**config.mk**
```make
export PLATFORM = sky130hd
export DESIGN_NAME = spi_master_packet_flat
export DESIGN_NICKNAME = d
export VERILOG_FILES = /design/src/rtl/spi_master_packet_pkg.sv /design/src/rtl/spi_master_packet_if.sv /design/src/rtl/spi_master_packet_sck_divider.sv /design/src/rtl/spi_master_packet.sv /design/src/flat_wrapper.sv
export SDC_FILE = /design/constraint.sdc
export NUM_CORES = 1
export LEC_CHECK = 0
export CAP_MARGIN = 0
export CELL_PAD_IN_SITES_DETAIL_PLACEMENT = 0
export CELL_PAD_IN_SITES_GLOBAL_PLACEMENT = 1
export CORE_MARGIN = 1.5
export CORE_UTILIZATION = 41
export DETAILED_ROUTE_END_ITERATION = 10
export GPL_ROUTABILITY_DRIVEN = 0
export GPL_TIMING_DRIVEN = 0
export MAX_ROUTING_LAYER = met4
export PLACE_DENSITY_LB_ADDON = 0.2
export SYNTH_ARGS = -nofsm -noshare
export SYNTH_HDL_FRONTEND = slang
export SYNTH_SLANG_ARGS = --single-unit
export TNS_END_PERCENT = 30
```
**constraint.sdc**
```tcl
create_clock -name clk -period 2 [get_ports clk]
set_clock_uncertainty 0.15 [all_clocks]
set_input_delay 0.4 -clock clk [delete_from_list [all_inputs] [get_ports clk]]
set_output_delay 0.4 -clock clk [all_outputs]
set_load 0.02 [all_outputs]
```
**src/rtl/spi_master_packet_pkg.sv**
```systemverilog
// Shared SPI definitions: frame geometry defaults and the master FSM state type.
// The frame-size constants are also used by the slave-side design.
package spi_pkg;
    localparam int SPI_PACKET_SIZE = 8;
    localparam int SPI_BYTE_SIZE   = 8;

    typedef enum logic [2:0] {
        IDLE,
        LEAD,
        XFER,
        TRAIL,
        GAP
    } spi_state_t;

    function automatic int spi_max(input int a, input int b);
        return (a > b) ? a : b;
    endfunction
endpackage

```
**src/rtl/spi_master_packet_if.sv**
```systemverilog
// Parallel handshake plus SPI wire bundle for the packet SPI master.
// The master modport is the DUT side; slave is the host/pin side.
interface spi_master_packet_if
    import spi_pkg::*;
#(
    parameter int N = SPI_PACKET_SIZE * SPI_BYTE_SIZE
);
    logic         startIn;
    logic [N-1:0] dataIn;
    logic         misoIn;
    logic         ssOut;
    logic         sckOut;
    logic         mosiOut;
    logic [N-1:0] dataOut;
    logic         doneOut;
    logic         busyOut;

    modport master (
        input  startIn, dataIn, misoIn,
        output ssOut, sckOut, mosiOut, dataOut, doneOut, busyOut
    );

    modport slave (
        output startIn, dataIn, misoIn,
        input  ssOut, sckOut, mosiOut, dataOut, doneOut, busyOut
    );
endinterface

```
**src/rtl/spi_master_packet_sck_divider.sv**
```systemverilog
// SCK generator: CLK_DIV clk cycles per half-period, low phase first.
// Strobes are high in the cycle whose closing edge changes SCK.
module spi_sck_divider #(
    parameter int CLK_DIV = 8
) (
    input  logic clk,
    input  logic nResetIn,
    input  logic i_en,
    output logic o_sck,
    output logic o_rise,
    output logic o_fall
);
    localparam int            HW        = $clog2(CLK_DIV + 1);
    localparam logic [HW-1:0] HALF_LAST = HW'(CLK_DIV - 1);

    logic [HW-1:0] r_half;
    logic          r_sck;
    logic          w_wrap;

    assign w_wrap = i_en && (r_half == HALF_LAST);
    assign o_rise = w_wrap && !r_sck;
    assign o_fall = w_wrap && r_sck;
    assign o_sck  = r_sck;

    // Disabled means parked: counter and SCK return to zero so each frame starts on a fresh low phase.
    always_ff @(posedge clk or negedge nResetIn) begin
        if (!nResetIn) begin
            r_half <= '0;
            r_sck  <= 1'b0;
        end else if (!i_en) begin
            r_half <= '0;
            r_sck  <= 1'b0;
        end else if (w_wrap) begin
            r_half <= '0;
            r_sck  <= ~r_sck;
        end else begin
            r_half <= r_half + 1'b1;
        end
    end
endmodule

```
**src/rtl/spi_master_packet.sv**
```systemverilog
// Mode-0 packet SPI master: one N-bit frame out on MOSI while capturing MISO,
// with SS guard times and an inter-frame gap sized for the slave's input filters.
module spi_master_packet
    import spi_pkg::*;
#(
    parameter int PACKET_SIZE = SPI_PACKET_SIZE,
    parameter int BYTE_SIZE   = SPI_BYTE_SIZE,
    parameter int CLK_DIV     = 8,
    parameter int SS_GUARD    = 4,
    parameter int GAP_CYCLES  = 8
) (
    input logic                 clk,
    input logic                 nResetIn,
    spi_master_packet_if.master bus
);
    localparam int N    = PACKET_SIZE * BYTE_SIZE;
    localparam int BW   = $clog2(N + 1);
    localparam int CMAX = spi_max(SS_GUARD, GAP_CYCLES);
    localparam int CW   = $clog2(CMAX + 1);

    localparam logic [BW-1:0] BIT_LAST   = BW'(N - 1);
    localparam logic [CW-1:0] GUARD_LAST = CW'(SS_GUARD - 1);
    localparam logic [CW-1:0] GAP_LAST   = (GAP_CYCLES == 0) ? '0 : CW'(GAP_CYCLES - 1);

    spi_state_t    r_state;
    logic [N-2:0]  r_tx;      // bits still to send after the one on MOSI
    logic [N-1:0]  r_rx;
    logic [N-1:0]  r_data;
    logic [BW-1:0] r_bit;
    logic [CW-1:0] r_cnt;     // shared by LEAD, TRAIL and GAP
    logic          r_ss;
    logic          r_mosi;
    logic          r_done;
    logic          r_busy;

    logic w_en;
    logic w_sck;
    logic w_rise;
    logic w_fall;

    assign w_en = (r_state == XFER);

    spi_sck_divider #(
        .CLK_DIV (CLK_DIV)
    ) u_div (
        .clk      (clk),
        .nResetIn (nResetIn),
        .i_en     (w_en),
        .o_sck    (w_sck),
        .o_rise   (w_rise),
        .o_fall   (w_fall)
    );

    always_ff @(posedge clk or negedge nResetIn) begin
        if (!nResetIn) begin
            r_state <= IDLE;
            r_tx    <= '0;
            r_rx    <= '0;
            r_data  <= '0;
            r_bit   <= '0;
            r_cnt   <= '0;
            r_ss    <= 1'b1;
            r_mosi  <= 1'b0;
            r_done  <= 1'b0;
            r_busy  <= 1'b0;
        end else begin
            r_done <= 1'b0;
            case (r_state)
                IDLE: begin
                    if (bus.startIn) begin
                        r_tx    <= bus.dataIn[N-2:0];
                        r_mosi  <= bus.dataIn[N-1];
                        r_ss    <= 1'b0;
                        r_busy  <= 1'b1;
                        r_bit   <= '0;
                        r_cnt   <= '0;
                        r_state <= LEAD;
                    end
                end
                LEAD: begin
                    if (r_cnt == GUARD_LAST) begin
                        r_cnt   <= '0;
                        r_state <= XFER;
                    end else begin
                        r_cnt <= r_cnt + 1'b1;
                    end
                end
                XFER: begin
                    if (w_rise) r_rx <= {r_rx[N-2:0], bus.misoIn};
                    // Last falling edge leaves MOSI on the final bit through TRAIL.
                    if (w_fall) begin
                        r_bit <= r_bit + 1'b1;
                        if (r_bit == BIT_LAST) begin
                            r_state <= TRAIL;
                        end else begin
                            r_mosi <= r_tx[N-2];
                            r_tx   <= {r_tx[N-3:0], 1'b0};
                        end
                    end
                end
                TRAIL: begin
                    if (r_cnt == GUARD_LAST) begin
                        r_cnt  <= '0;
                        r_ss   <= 1'b1;
                        r_data <= r_rx;
                        r_done <= 1'b1;
                        if (GAP_CYCLES == 0) begin
                            r_state <= IDLE;
                            r_busy  <= 1'b0;
                        end else begin
                            r_state <= GAP;
                        end
                    end else begin
                        r_cnt <= r_cnt + 1'b1;
                    end
                end
                GAP: begin
                    if (r_cnt == GAP_LAST) begin
                        r_cnt   <= '0;
                        r_state <= IDLE;
                        r_busy  <= 1'b0;
                    end else begin
                        r_cnt <= r_cnt + 1'b1;
                    end
                end
                default: r_state <= IDLE;
            endcase
        end
    end

    assign bus.ssOut   = r_ss;
    assign bus.sckOut  = w_sck;
    assign bus.mosiOut = r_mosi;
    assign bus.dataOut = r_data;
    assign bus.doneOut = r_done;
    assign bus.busyOut = r_busy;
endmodule

```
**src/flat_wrapper.sv**
```systemverilog
// flat-port wrapper written by rule: the top's interface ports become plain ports
module spi_master_packet_flat import spi_pkg::*;
#(
    parameter int PACKET_SIZE = SPI_PACKET_SIZE,
    parameter int BYTE_SIZE   = SPI_BYTE_SIZE,
    parameter int CLK_DIV     = 8,
    parameter int SS_GUARD    = 4,
    parameter int GAP_CYCLES  = 8
)
  (clk, nResetIn, bus_startIn, bus_dataIn, bus_misoIn, bus_ssOut, bus_sckOut, bus_mosiOut, bus_dataOut, bus_doneOut, bus_busyOut);
  spi_master_packet_if bus_i ();
  input logic clk;
  input logic nResetIn;
  input wire logic [$bits(bus_i.startIn)-1:0] bus_startIn;
  input wire logic [$bits(bus_i.dataIn)-1:0] bus_dataIn;
  input wire logic [$bits(bus_i.misoIn)-1:0] bus_misoIn;
  output wire logic [$bits(bus_i.ssOut)-1:0] bus_ssOut;
  output wire logic [$bits(bus_i.sckOut)-1:0] bus_sckOut;
  output wire logic [$bits(bus_i.mosiOut)-1:0] bus_mosiOut;
  output wire logic [$bits(bus_i.dataOut)-1:0] bus_dataOut;
  output wire logic [$bits(bus_i.doneOut)-1:0] bus_doneOut;
  output wire logic [$bits(bus_i.busyOut)-1:0] bus_busyOut;
  assign bus_i.startIn = bus_startIn;
  assign bus_i.dataIn = bus_dataIn;
  assign bus_i.misoIn = bus_misoIn;
  assign bus_ssOut = bus_i.ssOut;
  assign bus_sckOut = bus_i.sckOut;
  assign bus_mosiOut = bus_i.mosiOut;
  assign bus_dataOut = bus_i.dataOut;
  assign bus_doneOut = bus_i.doneOut;
  assign bus_busyOut = bus_i.busyOut;
  spi_master_packet #(.PACKET_SIZE(PACKET_SIZE), .BYTE_SIZE(BYTE_SIZE), .CLK_DIV(CLK_DIV), .SS_GUARD(SS_GUARD), .GAP_CYCLES(GAP_CYCLES)) u_core (.clk(clk), .nResetIn(nResetIn), .bus(bus_i));
endmodule
```
---- Word-level counts from Yosys, hierarchy flattened ----
Index checks and enable logic that the tools add are counted.
storage, ports and cells
  register bits after elaboration ......... 214
  input port bits ......................... 68
  output and inout port bits .............. 69
  logic and storage cells ................. 84
cells by class
  add/sub/neg operators ................... 3
  equal/unequal tests ..................... 16
  multiplexer cells ....................... 34
  bitwise logic cells ..................... 1
  reduce and logical (&&, ||, !) cells .... 18
operators with widths
  kind                 count
  $mux 63              3
  $pmux 63 s2          1
  $mux 4               5
  $mux 3               6
  $pmux 3 s5           1
  $mux 7               2
  $pmux 7 s2           1
  $ne 2x1->1 const B   6
  $pmux 4 s3           1
  $mux 1               11
  $reduce_and 3->1     3
  $add 4x1->4 const B  2
  $eq 4x3->1 const B   2
  $add 7x1->7 const B  1
  $eq 7x6->1 const B   1
  $eq 3x2->1 const B   2
  $pmux 1 s2           3
  $reduce_and 2->1     3
  $reduce_and 6->1     1
  $reduce_bool 2->1    3
  $eq 4x2->1 const B   1
  $ne 2x2->1 const B   2
  $reduce_and 4->1     1
  $eq 3x1->1 const B   1
  other kinds (7)      9

---- Longest topological paths before layout ----
Gate-level depths: netlist (run 1).
  depth after elaboration ................. 5
  depth in mapped cells ................... 7
  depth with buffers taken out ............ 4

---- Modules after synthesis ----
Synthesis (run 1) repeated with hierarchy kept, for this count alone.
unflattened totals
  cells, all modules ...................... 664
  area, all modules ....................... 8957.3 µm²
by module, submodules not included
  module             times used  cells an instance  area an instance (µm²)  seq. area each (µm²)
  spi_master_packet  1           644                8717.1                  5231.3
  spi_sck_divider    1           20                 240.2                   125.1

---- Worst setup path after synthesis (run 1) ----
Ideal clock, no wire load.
  kind .................................... register to register
  start ................................... register u_core.r_cnt[0]
  end ..................................... register u_core.r_data[47] (netlist: u_core.bus.dataOut[47])
  setup time .............................. 0.125 ns
  arrival time ............................ 1.858 ns
  data required time ...................... 1.725 ns
  slack ................................... -0.133 ns
  cell stages (with the launch flop) ...... 8
  path buffers ............................ 3
  clock period less this slack ............ 2.133 ns
  path through ............................ dfrtp_1 > ha_1 > nor3b_1 > and3_1 > clkbuf_1 > buf_2 > buf_2 > mux2_2
between the ends
  cells in the longest elaborated chain, start to end .. 2
ends and longest elaborated chain
  element                            line                      RTL
  from (decl)                        spi_master_packet.sv:30   logic [CW-1:0] r_cnt;
  from (signal assigned)             spi_master_packet.sv:85   r_cnt <= r_cnt + 1'b1;
  from (signal assigned)             spi_master_packet.sv:114  r_cnt <= r_cnt + 1'b1;
  from (signal assigned)             spi_master_packet.sv:123  r_cnt <= r_cnt + 1'b1;
  $eq 4x2->1                         spi_master_packet.sv:102  if (r_cnt == GUARD_LAST) begin
  $reduce_and 2->1 (no source line)  -
  to (signal assigned)               spi_master_packet.sv:105  r_data <= r_rx;
  to (decl)                          spi_master_packet.sv:28   logic [N-1:0] r_data;
No other way between the ends.
A chain may end at the register's enable or synchronous reset.

---- Final worst setup path (run 1) ----
  start ................................... register u_core.r_state[2]
  end ..................................... register u_core.r_rx[54]
between the ends
  cells in the longest elaborated chain, start to end .. 4
ends and longest elaborated chain
  element                              line                                              RTL
  from (decl)                          spi_master_packet.sv:25                           spi_state_t r_state;
  from (signal assigned)               spi_master_packet.sv:56                           r_state <= IDLE;
  from (signal assigned)               spi_master_packet.sv:77                           r_state <= LEAD;
  from (signal assigned)               spi_master_packet.sv:83                           r_state <= XFER;
  $eq 3x2->1 *                         spi_master_packet.sv:41, spi_master_packet.sv:68
  $logic_and 1x1->1                    spi_master_packet_sck_divider.sv:20               assign w_wrap = i_en && (r_half == HALF_LAST);
  $logic_and 1x1->1                    spi_master_packet_sck_divider.sv:21               assign o_rise = w_wrap && !r_sck;
  $reduce_and 2->1 (no source line) *  -
  to (signal assigned)                 spi_master_packet.sv:89                           if (w_rise) r_rx <= {r_rx[N-2:0], bus.misoIn};
  to (decl)                            spi_master_packet.sv:27                           logic [N-1:0] r_rx;
Mark *: on every way between the ends. The rest lies on a longest branch, timed or not.

==> results of run 1 <==
[cells in the mapped netlist (all sizes together) (2+ instances only)]
cell type  number
mux2i          68
and3            3
or3b            2
nand3           5
nand3b          2
or4b           64
ha              3
nor2b           2
and2            2
nand2           8
a21o            2
a211oi        126
nand4           2
nor2           69
o21ai           2
buf            25
a31o            2
o311ai          2
clkbuf         59
inv             3
dfrtp         213
o221ai          2
xnor2           2
xor2            2
o2bb2ai         2
nor3b           3
o31ai           3
mux2          128
nand2b          4
[power groups by stage]
stage / clock network, µW / registers (µW) / logic [µW]
after floorplan: 0 / 4420 / 70.5
after global routing: 4730 / 4340 / 405
after detailed placement: 0 / 4420 / 344
after global placement: 0 / 4420 / 336
final: 4450 / 4340 / 369
after CTS: 4540 / 4340 / 369
[cell families (layout without fill, tap and decap cells)]
| kind of cell | count (synthesis) | in the layout | share of synthesized area (%) |
|---|---|---|---|
| DFF | 214 | 214 | 50.8 |
| muxes | 196 | 196 | 22.3 |
| and+or+nand+nor | 174 | 174 | 11.1 |
| AOI/OAI and AO/OA | 148 | 148 | 10.6 |
| buffers and inverters | 87 | 273 | 4.47 |
| xor gates and xnor gates | 4 | 4 | 0.332 |
| adders and majority gates | 3 | 3 | 0.356 |
[timing repair]
action | CTS | global route
endpoints found under the hold margin | 103 | 0
endpoints found under the setup margin | 276 | 173
gates resized for setup | 253 | 92
pin swaps | 7 | 18
cloned | 1 | 0
hold buffers | 1 | 0
buffers inserted | 7 | 0
[worst max-delay path: stages, from the launching register on]
cell and delay, ns:
dfrtp_1 0.37, or3b_1 0.39, buf_6 0.15, or3_4 0.34, buf_12 0.17, buf_12 0.15, mux2_4 0.30
[final timing paths]
check                                                      start                            endpoint  depth (start not counted)
worst max-delay path               u_core.r_state[2]$_DFFE_PN0P_         u_core.r_rx[54]$_DFFE_PN0P_                          6
worst min register to register  u_core.u_div.r_half[0]$_DFF_PN0_    u_core.u_div.r_half[0]$_DFF_PN0_                          1
worst max register to register     u_core.r_state[2]$_DFFE_PN0P_         u_core.r_rx[54]$_DFFE_PN0P_                          6
max in group asynchronous                               nResetIn         u_core.r_tx[49]$_DFFE_PN0P_                          3
min in group asynchronous                               nResetIn  u_core.bus.dataOut[38]$_DFFE_PN0P_                          2
worst min-delay path            u_core.u_div.r_half[0]$_DFF_PN0_    u_core.u_div.r_half[0]$_DFF_PN0_                          1
[per-layer routing]
layer | GRT usage [%] | up-vias
li1 | - | 3455
met1 | 27.9 | 3678
met2 | 30.5 | 143
met3 | 3.07 | 36
met4 | 4.71 | 0
met5 | - | -
[metrics by stage]
stage | TNS (ns) | utilization (%) | power [µW]
floorplan | -3.13 | - | 4490
global placement | -1997.12 | 49.0 | 4760
CTS | -8.74 | 54.8 | 9250
finish | -7.99 | 55.8 | 9160
global route | -13.58 | 55.8 | 9470
detailed placement | -65.70 | 49.1 | 4760
[final cells by class]
cell class | count | area [µm²] | share of cell area (%)
plain buffers | 81 | 820 | 5.83
clock buffers | 36 | 726 | 5.17
clock inverters | 7 | 73.8 | 0.526
inverters | 3 | 11.3 | 0.0802
multi-input cells | 525 | 5250 | 37.3
flip-flops and latches | 214 | 5360 | 38.1
well taps | 330 | 413 | 2.94
repair buffers | 146 | 1400 | 9.98
[flip-flops by register name, indices dropped and copies added (netlist names)]
register	count
u_core.bus.dataOut	64
u_core.r_rx	64
u_core.r_tx	63
u_core.r_bit	7
u_core.r_cnt	4
u_core.u_div.r_half	4
u_core.r_state	3
u_core.bus.busyOut	1
u_core.bus.doneOut	1
u_core.bus.mosiOut	1
u_core.bus.ssOut	1
u_core.u_div.o_sck	1
==> results_dict.tcl, run 1 <==
set metrics [dict create \
    status "finished, violations left" \
    violations "negative setup slack" \
    syn_area_per_cell_um2 12.8 \
    ys_warn_count 0 \
    ys_async_sr_fraction_pct 100 \
    p_switching_uw 2030 \
    final_max_slew_viol_count 0 \
    start_util_pct 41.9 \
    diodes 0 \
    clock_latency_ns 0.52 \
    timing.critical_path.from_type "flip-flop" \
    cts_sinks 214 \
    placed_cells 1293 \
    vias 7312 \
    ir_drop_uv 573 \
    dieArea_um2 26700 \
    yosysUniqueCellTypes 57 \
    fin_crit_ns 2.14 \
    synth-seq-cells 214 \
    port_buffers 136 \
    wire_per_inst_um 19.0 \
    vias_per_cell 5.45 \
    report.final.setup_viol 67 \
    fin_cells 1342 \
    drive_gt1_share_pct 34.8 \
    pin_count 137 \
    fillers 2141 \
    grt_max_degree 112 \
    final_cell_mix "dfrtp_1 (213), mux2_4 (80), a211oi_1 (78)" \
    synth-edff-count 0 \
    yosysSeqAreaShare_pct 50.8 \
    pre_cts_ws_ns -0.630 \
    synthTopCellsByArea "dfrtp_1 (51%), a211oi_1 (9.0%), mux2_4 (8.5%)" \
    dp_hpwl_um 16100 \
    clk_pin_slew_ns 0.06 \
    p_per_area_nw_per_um2 652 \
    synth_nets 897 \
    critPathRequiredTime_ns 2.26 \
    top_layer "met4" \
    wl_met3_um 1050 \
    drt-total-wl_um 25600 \
    critPathMaxFanout 10 \
    p_comb_share_pct 4.0 \
    cts_tree "done" \
    die_h_um 163 \
    detailroute.wirelength.met2_um 11700 \
    worst_slack_ns -0.137 \
    core-area_um2 25200 \
    syn-cell-area_um2 10500 \
    finalCritPeriodShare_pct 107 \
    synth_top_cell_by_area "dfrtp_1" \
    p_leak_uw 0.00640 \
    firstDrtPassIters 4 \
    clock_path_buffers 3 \
    syn-instance-count 826 \
    slew_headroom_pct 46.4 \
    nets 1066 \
    critPathKind "reg -> reg" \
    hold_violations 0 \
    gr-total-overflow 0 \
    rsz0062_at_grt "true" \
    p_clk_share_pct 48.6 \
    fmax_mhz 468 \
    worst_slew_pin_slew_ns 0.803 \
    layout_commonest_cell "dfrtp_1" \
    antenna_found_initial 0 \
    p_seq_share_pct 47.4 \
    grt_pass1_wl_um 41700 \
    cts_buffers 24 \
    postRouteAntennaNets 0 \
    syn2layout_area_growth_pct 33.3 \
    wl_met1_um 12300 \
    row_count 58 \
    cap_violations 0 \
    end_kind "flip-flop" \
    fin_area_um2 14000 \
    rrSetupSlack_ns -0.14 \
    cp.arrival_ns 2.39 \
    die_w_um 163 \
    drc 0 \
    whs_ns 0.327 \
    clock-root-buffer "clkbuf_16" \
    synth_top_area_share_pct 50.6 \
    grt_pass1_vias 7827 \
    dpl_cell_area_um2 12400 \
    synth_ff_type "dfrtp_1" \
    htreeDepth 1 \
    switching_share_pct 22.1 \
    p_int_uw 7130 \
    grt_usage_pct 20.0 \
    drt_iter0_markers 377 \
    hold_path.class "reg -> reg" \
]
(Power assumes the default switching activity.)
==> run 2: changes to the inputs <==
SLEW_MARGIN = 10   (was default)
==> run 2 against run 1 <==
  * The run still ends with negative setup slack left
  * Final cell count down 0.45%
  * Highest routed layer unchanged
  * Global-route usage fell by 0.45 points
  * Largest cell class unchanged
  * Fmax decreased by 0.68%
  * Die area did not move
==> results_dict.tcl, run 2 (synthesis results as in run 1) <==
set metrics [dict create \
    cap_violations 0 \
    clock-root-buffer "clkbuf_16" \
    nets 1066 \
    worst_slew_pin_slew_ns 0.611 \
    grt_max_degree 77 \
    end_kind "flip-flop" \
    diodes 0 \
    firstDrtPassIters 4 \
    p_switching_uw 1950 \
    drt_iter0_markers 319 \
    die_w_um 163 \
    dieArea_um2 26700 \
    layout_commonest_cell "dfrtp_1" \
    row_count 58 \
    vias 7388 \
    clk_pin_slew_ns 0.06 \
    wire_per_inst_um 18.5 \
    hold_path.class "in -> async" \
    rr_endpoint "u_core.r_rx[49]$_DFFE_PN0P_" \
    p_per_area_nw_per_um2 663 \
    drc 0 \
    vias_per_cell 5.53 \
    utilization_pct 53.9 \
    gr-total-overflow 0 \
    crit_path_start "u_core.r_state[0]$_DFFE_PN0P_" \
    multi_input_area_um2 4960 \
    postRouteAntennaNets 0 \
    grt_pass1_vias 7658 \
    status "finished, violations left" \
    critPathRequiredTime_ns 2.26 \
    critPathMaxFanout 10 \
    worstReg2RegStart "u_core.r_state[0]$_DFFE_PN0P_" \
    grt_usage_pct 19.5 \
    cts_tree "done" \
    port_buffers 136 \
    clock_latency_ns 0.54 \
    critPathKind "reg -> reg" \
    placed_cells 1294 \
    switching_share_pct 21.7 \
    die_h_um 163 \
    htreeDepth 1 \
    violations "negative setup slack" \
    fin_crit_ns 2.15 \
    p_total_uw 8990 \
    core-area_um2 25200 \
    cts_buffers 25 \
    ir_drop_uv 496 \
    start_util_pct 41.9 \
    grt_pass1_wl_um 40800 \
    regArea_um2 5360 \
    p_clk_share_pct 47.6 \
    p_seq_share_pct 48.3 \
    worst_slack_ns -0.151 \
    p_comb_share_pct 4.1 \
    report.final.setup_viol 90 \
    final_max_slew_viol_count 0 \
    cts_sinks 214 \
    endpoint "u_core.r_rx[49]$_DFFE_PN0P_" \
    hold_violations 0 \
    p_leak_uw 0.00622 \
    drive_gt1_share_pct 30.3 \
    clock_path_buffers 3 \
    cp.arrival_ns 2.41 \
    drt-total-wl_um 24700 \
    p_int_uw 7040 \
    fillers 2223 \
    antenna_found_initial 0 \
    slew_headroom_pct 59.3 \
    dp_hpwl_um 16300 \
    r2r_cells 5 \
    pin_count 137 \
    syn2layout_area_growth_pct 28.7 \
    timing.critical_path.from_type "flip-flop" \
    fmax_mhz 465 \
    finalCritPeriodShare_pct 108 \
    rrSetupSlack_ns -0.15 \
    final_cell_mix "dfrtp_1 (213), a211oi_1 (90), nor2_1 (69)" \
    rsz0062_at_grt "true" \
    fin_cells 1336 \
    whs_ns 0.261 \
]
==> run 2: cell types whose count changed in the layout (fill, tap and decap cells not counted), sizes merged <==
cell      before  now
clkinv         5    0
buf           47   46
bufinv         1    0
clkbuf        80   81
clkinvlp       1    0
inv            3    4
==> run 2: critical path: stages, from the launching register on <==
cell and delay (ns):
dfrtp_1 0.39, or3b_4 0.45, or3_4 0.42, buf_12 0.17, buf_12 0.15, mux2_4 0.29
==> run 2: power by group through the flow <==
stage / Combinational [µW] / Sequential, µW / Clock [µW]
after CTS: 365 / 4340 / 4400
final: 369 / 4340 / 4280
after global routing: 405 / 4340 / 4580
after detailed placement: 350 / 4420 / 0
after global placement: 336 / 4420 / 0
after floorplan: 70.5 / 4420 / 0
==> run 2: how the worst min path moves through the flow <==
stage                                          start                            endpoint  slack, ns  depth (start not counted)
CTS                                         nResetIn  u_core.bus.dataOut[37]$_DFFE_PN0P_       0.27                          2
detailed placement                          nResetIn  u_core.bus.dataOut[37]$_DFFE_PN0P_       0.23                          1
floorplan                                   nResetIn      u_core.bus.busyOut$_DFFE_PN0P_      -0.05                          0
global route                                nResetIn  u_core.bus.dataOut[37]$_DFFE_PN0P_       0.30                          2
global placement    u_core.u_div.r_half[0]$_DFF_PN0_    u_core.u_div.r_half[0]$_DFF_PN0_       0.30                          1
finish                                      nResetIn  u_core.bus.dataOut[37]$_DFFE_PN0P_       0.26                          2
==> run 2: cell type report <==
type,instances,area share (%)
Buffer,79,4.71
Clock buffer,37,5.46
Clock inverter,1,0.148
Inverter,3,0.0830
Multi-Input combinational cell,525,36.6
Sequential cell,214,39.5
Tap cell,330,3.04
Timing Repair Buffer,147,10.5
==> run 2: through the flow <==
stage               area (µm²)  setup TNS, ns  setup slack [ns]
finish                   13600          -9.56            -0.151
global route             13600         -19.08            -0.187
CTS                      13400          -9.33            -0.150
detailed placement       12400         -62.80            -0.631
global placement         12300       -1997.12             -9.05
floorplan                10600          -3.13           -0.0522
==> run 2: layer usage <==
metal / vias up / GRT usage (%) / part of all wire [%]
li1: 3457 / - / -
met1: 3738 / 27.1 / 47
met2: 163 / 30.5 / 47
met3: 30 / 2.87 / 4.1
met4: 0 / 3.88 / 1.6
met5: - / - / 0
==> run 2: repair_timing <==
item | in CTS | in global routing
endpoints found under the setup margin | 277 | 188
hold endpoints to repair | 67 | 0
pin swaps | 4 | 2
hold buffers | 1 | 0
cloned | 0 | 1
buffers inserted | 5 | 2
gates resized for setup | 177 | 63
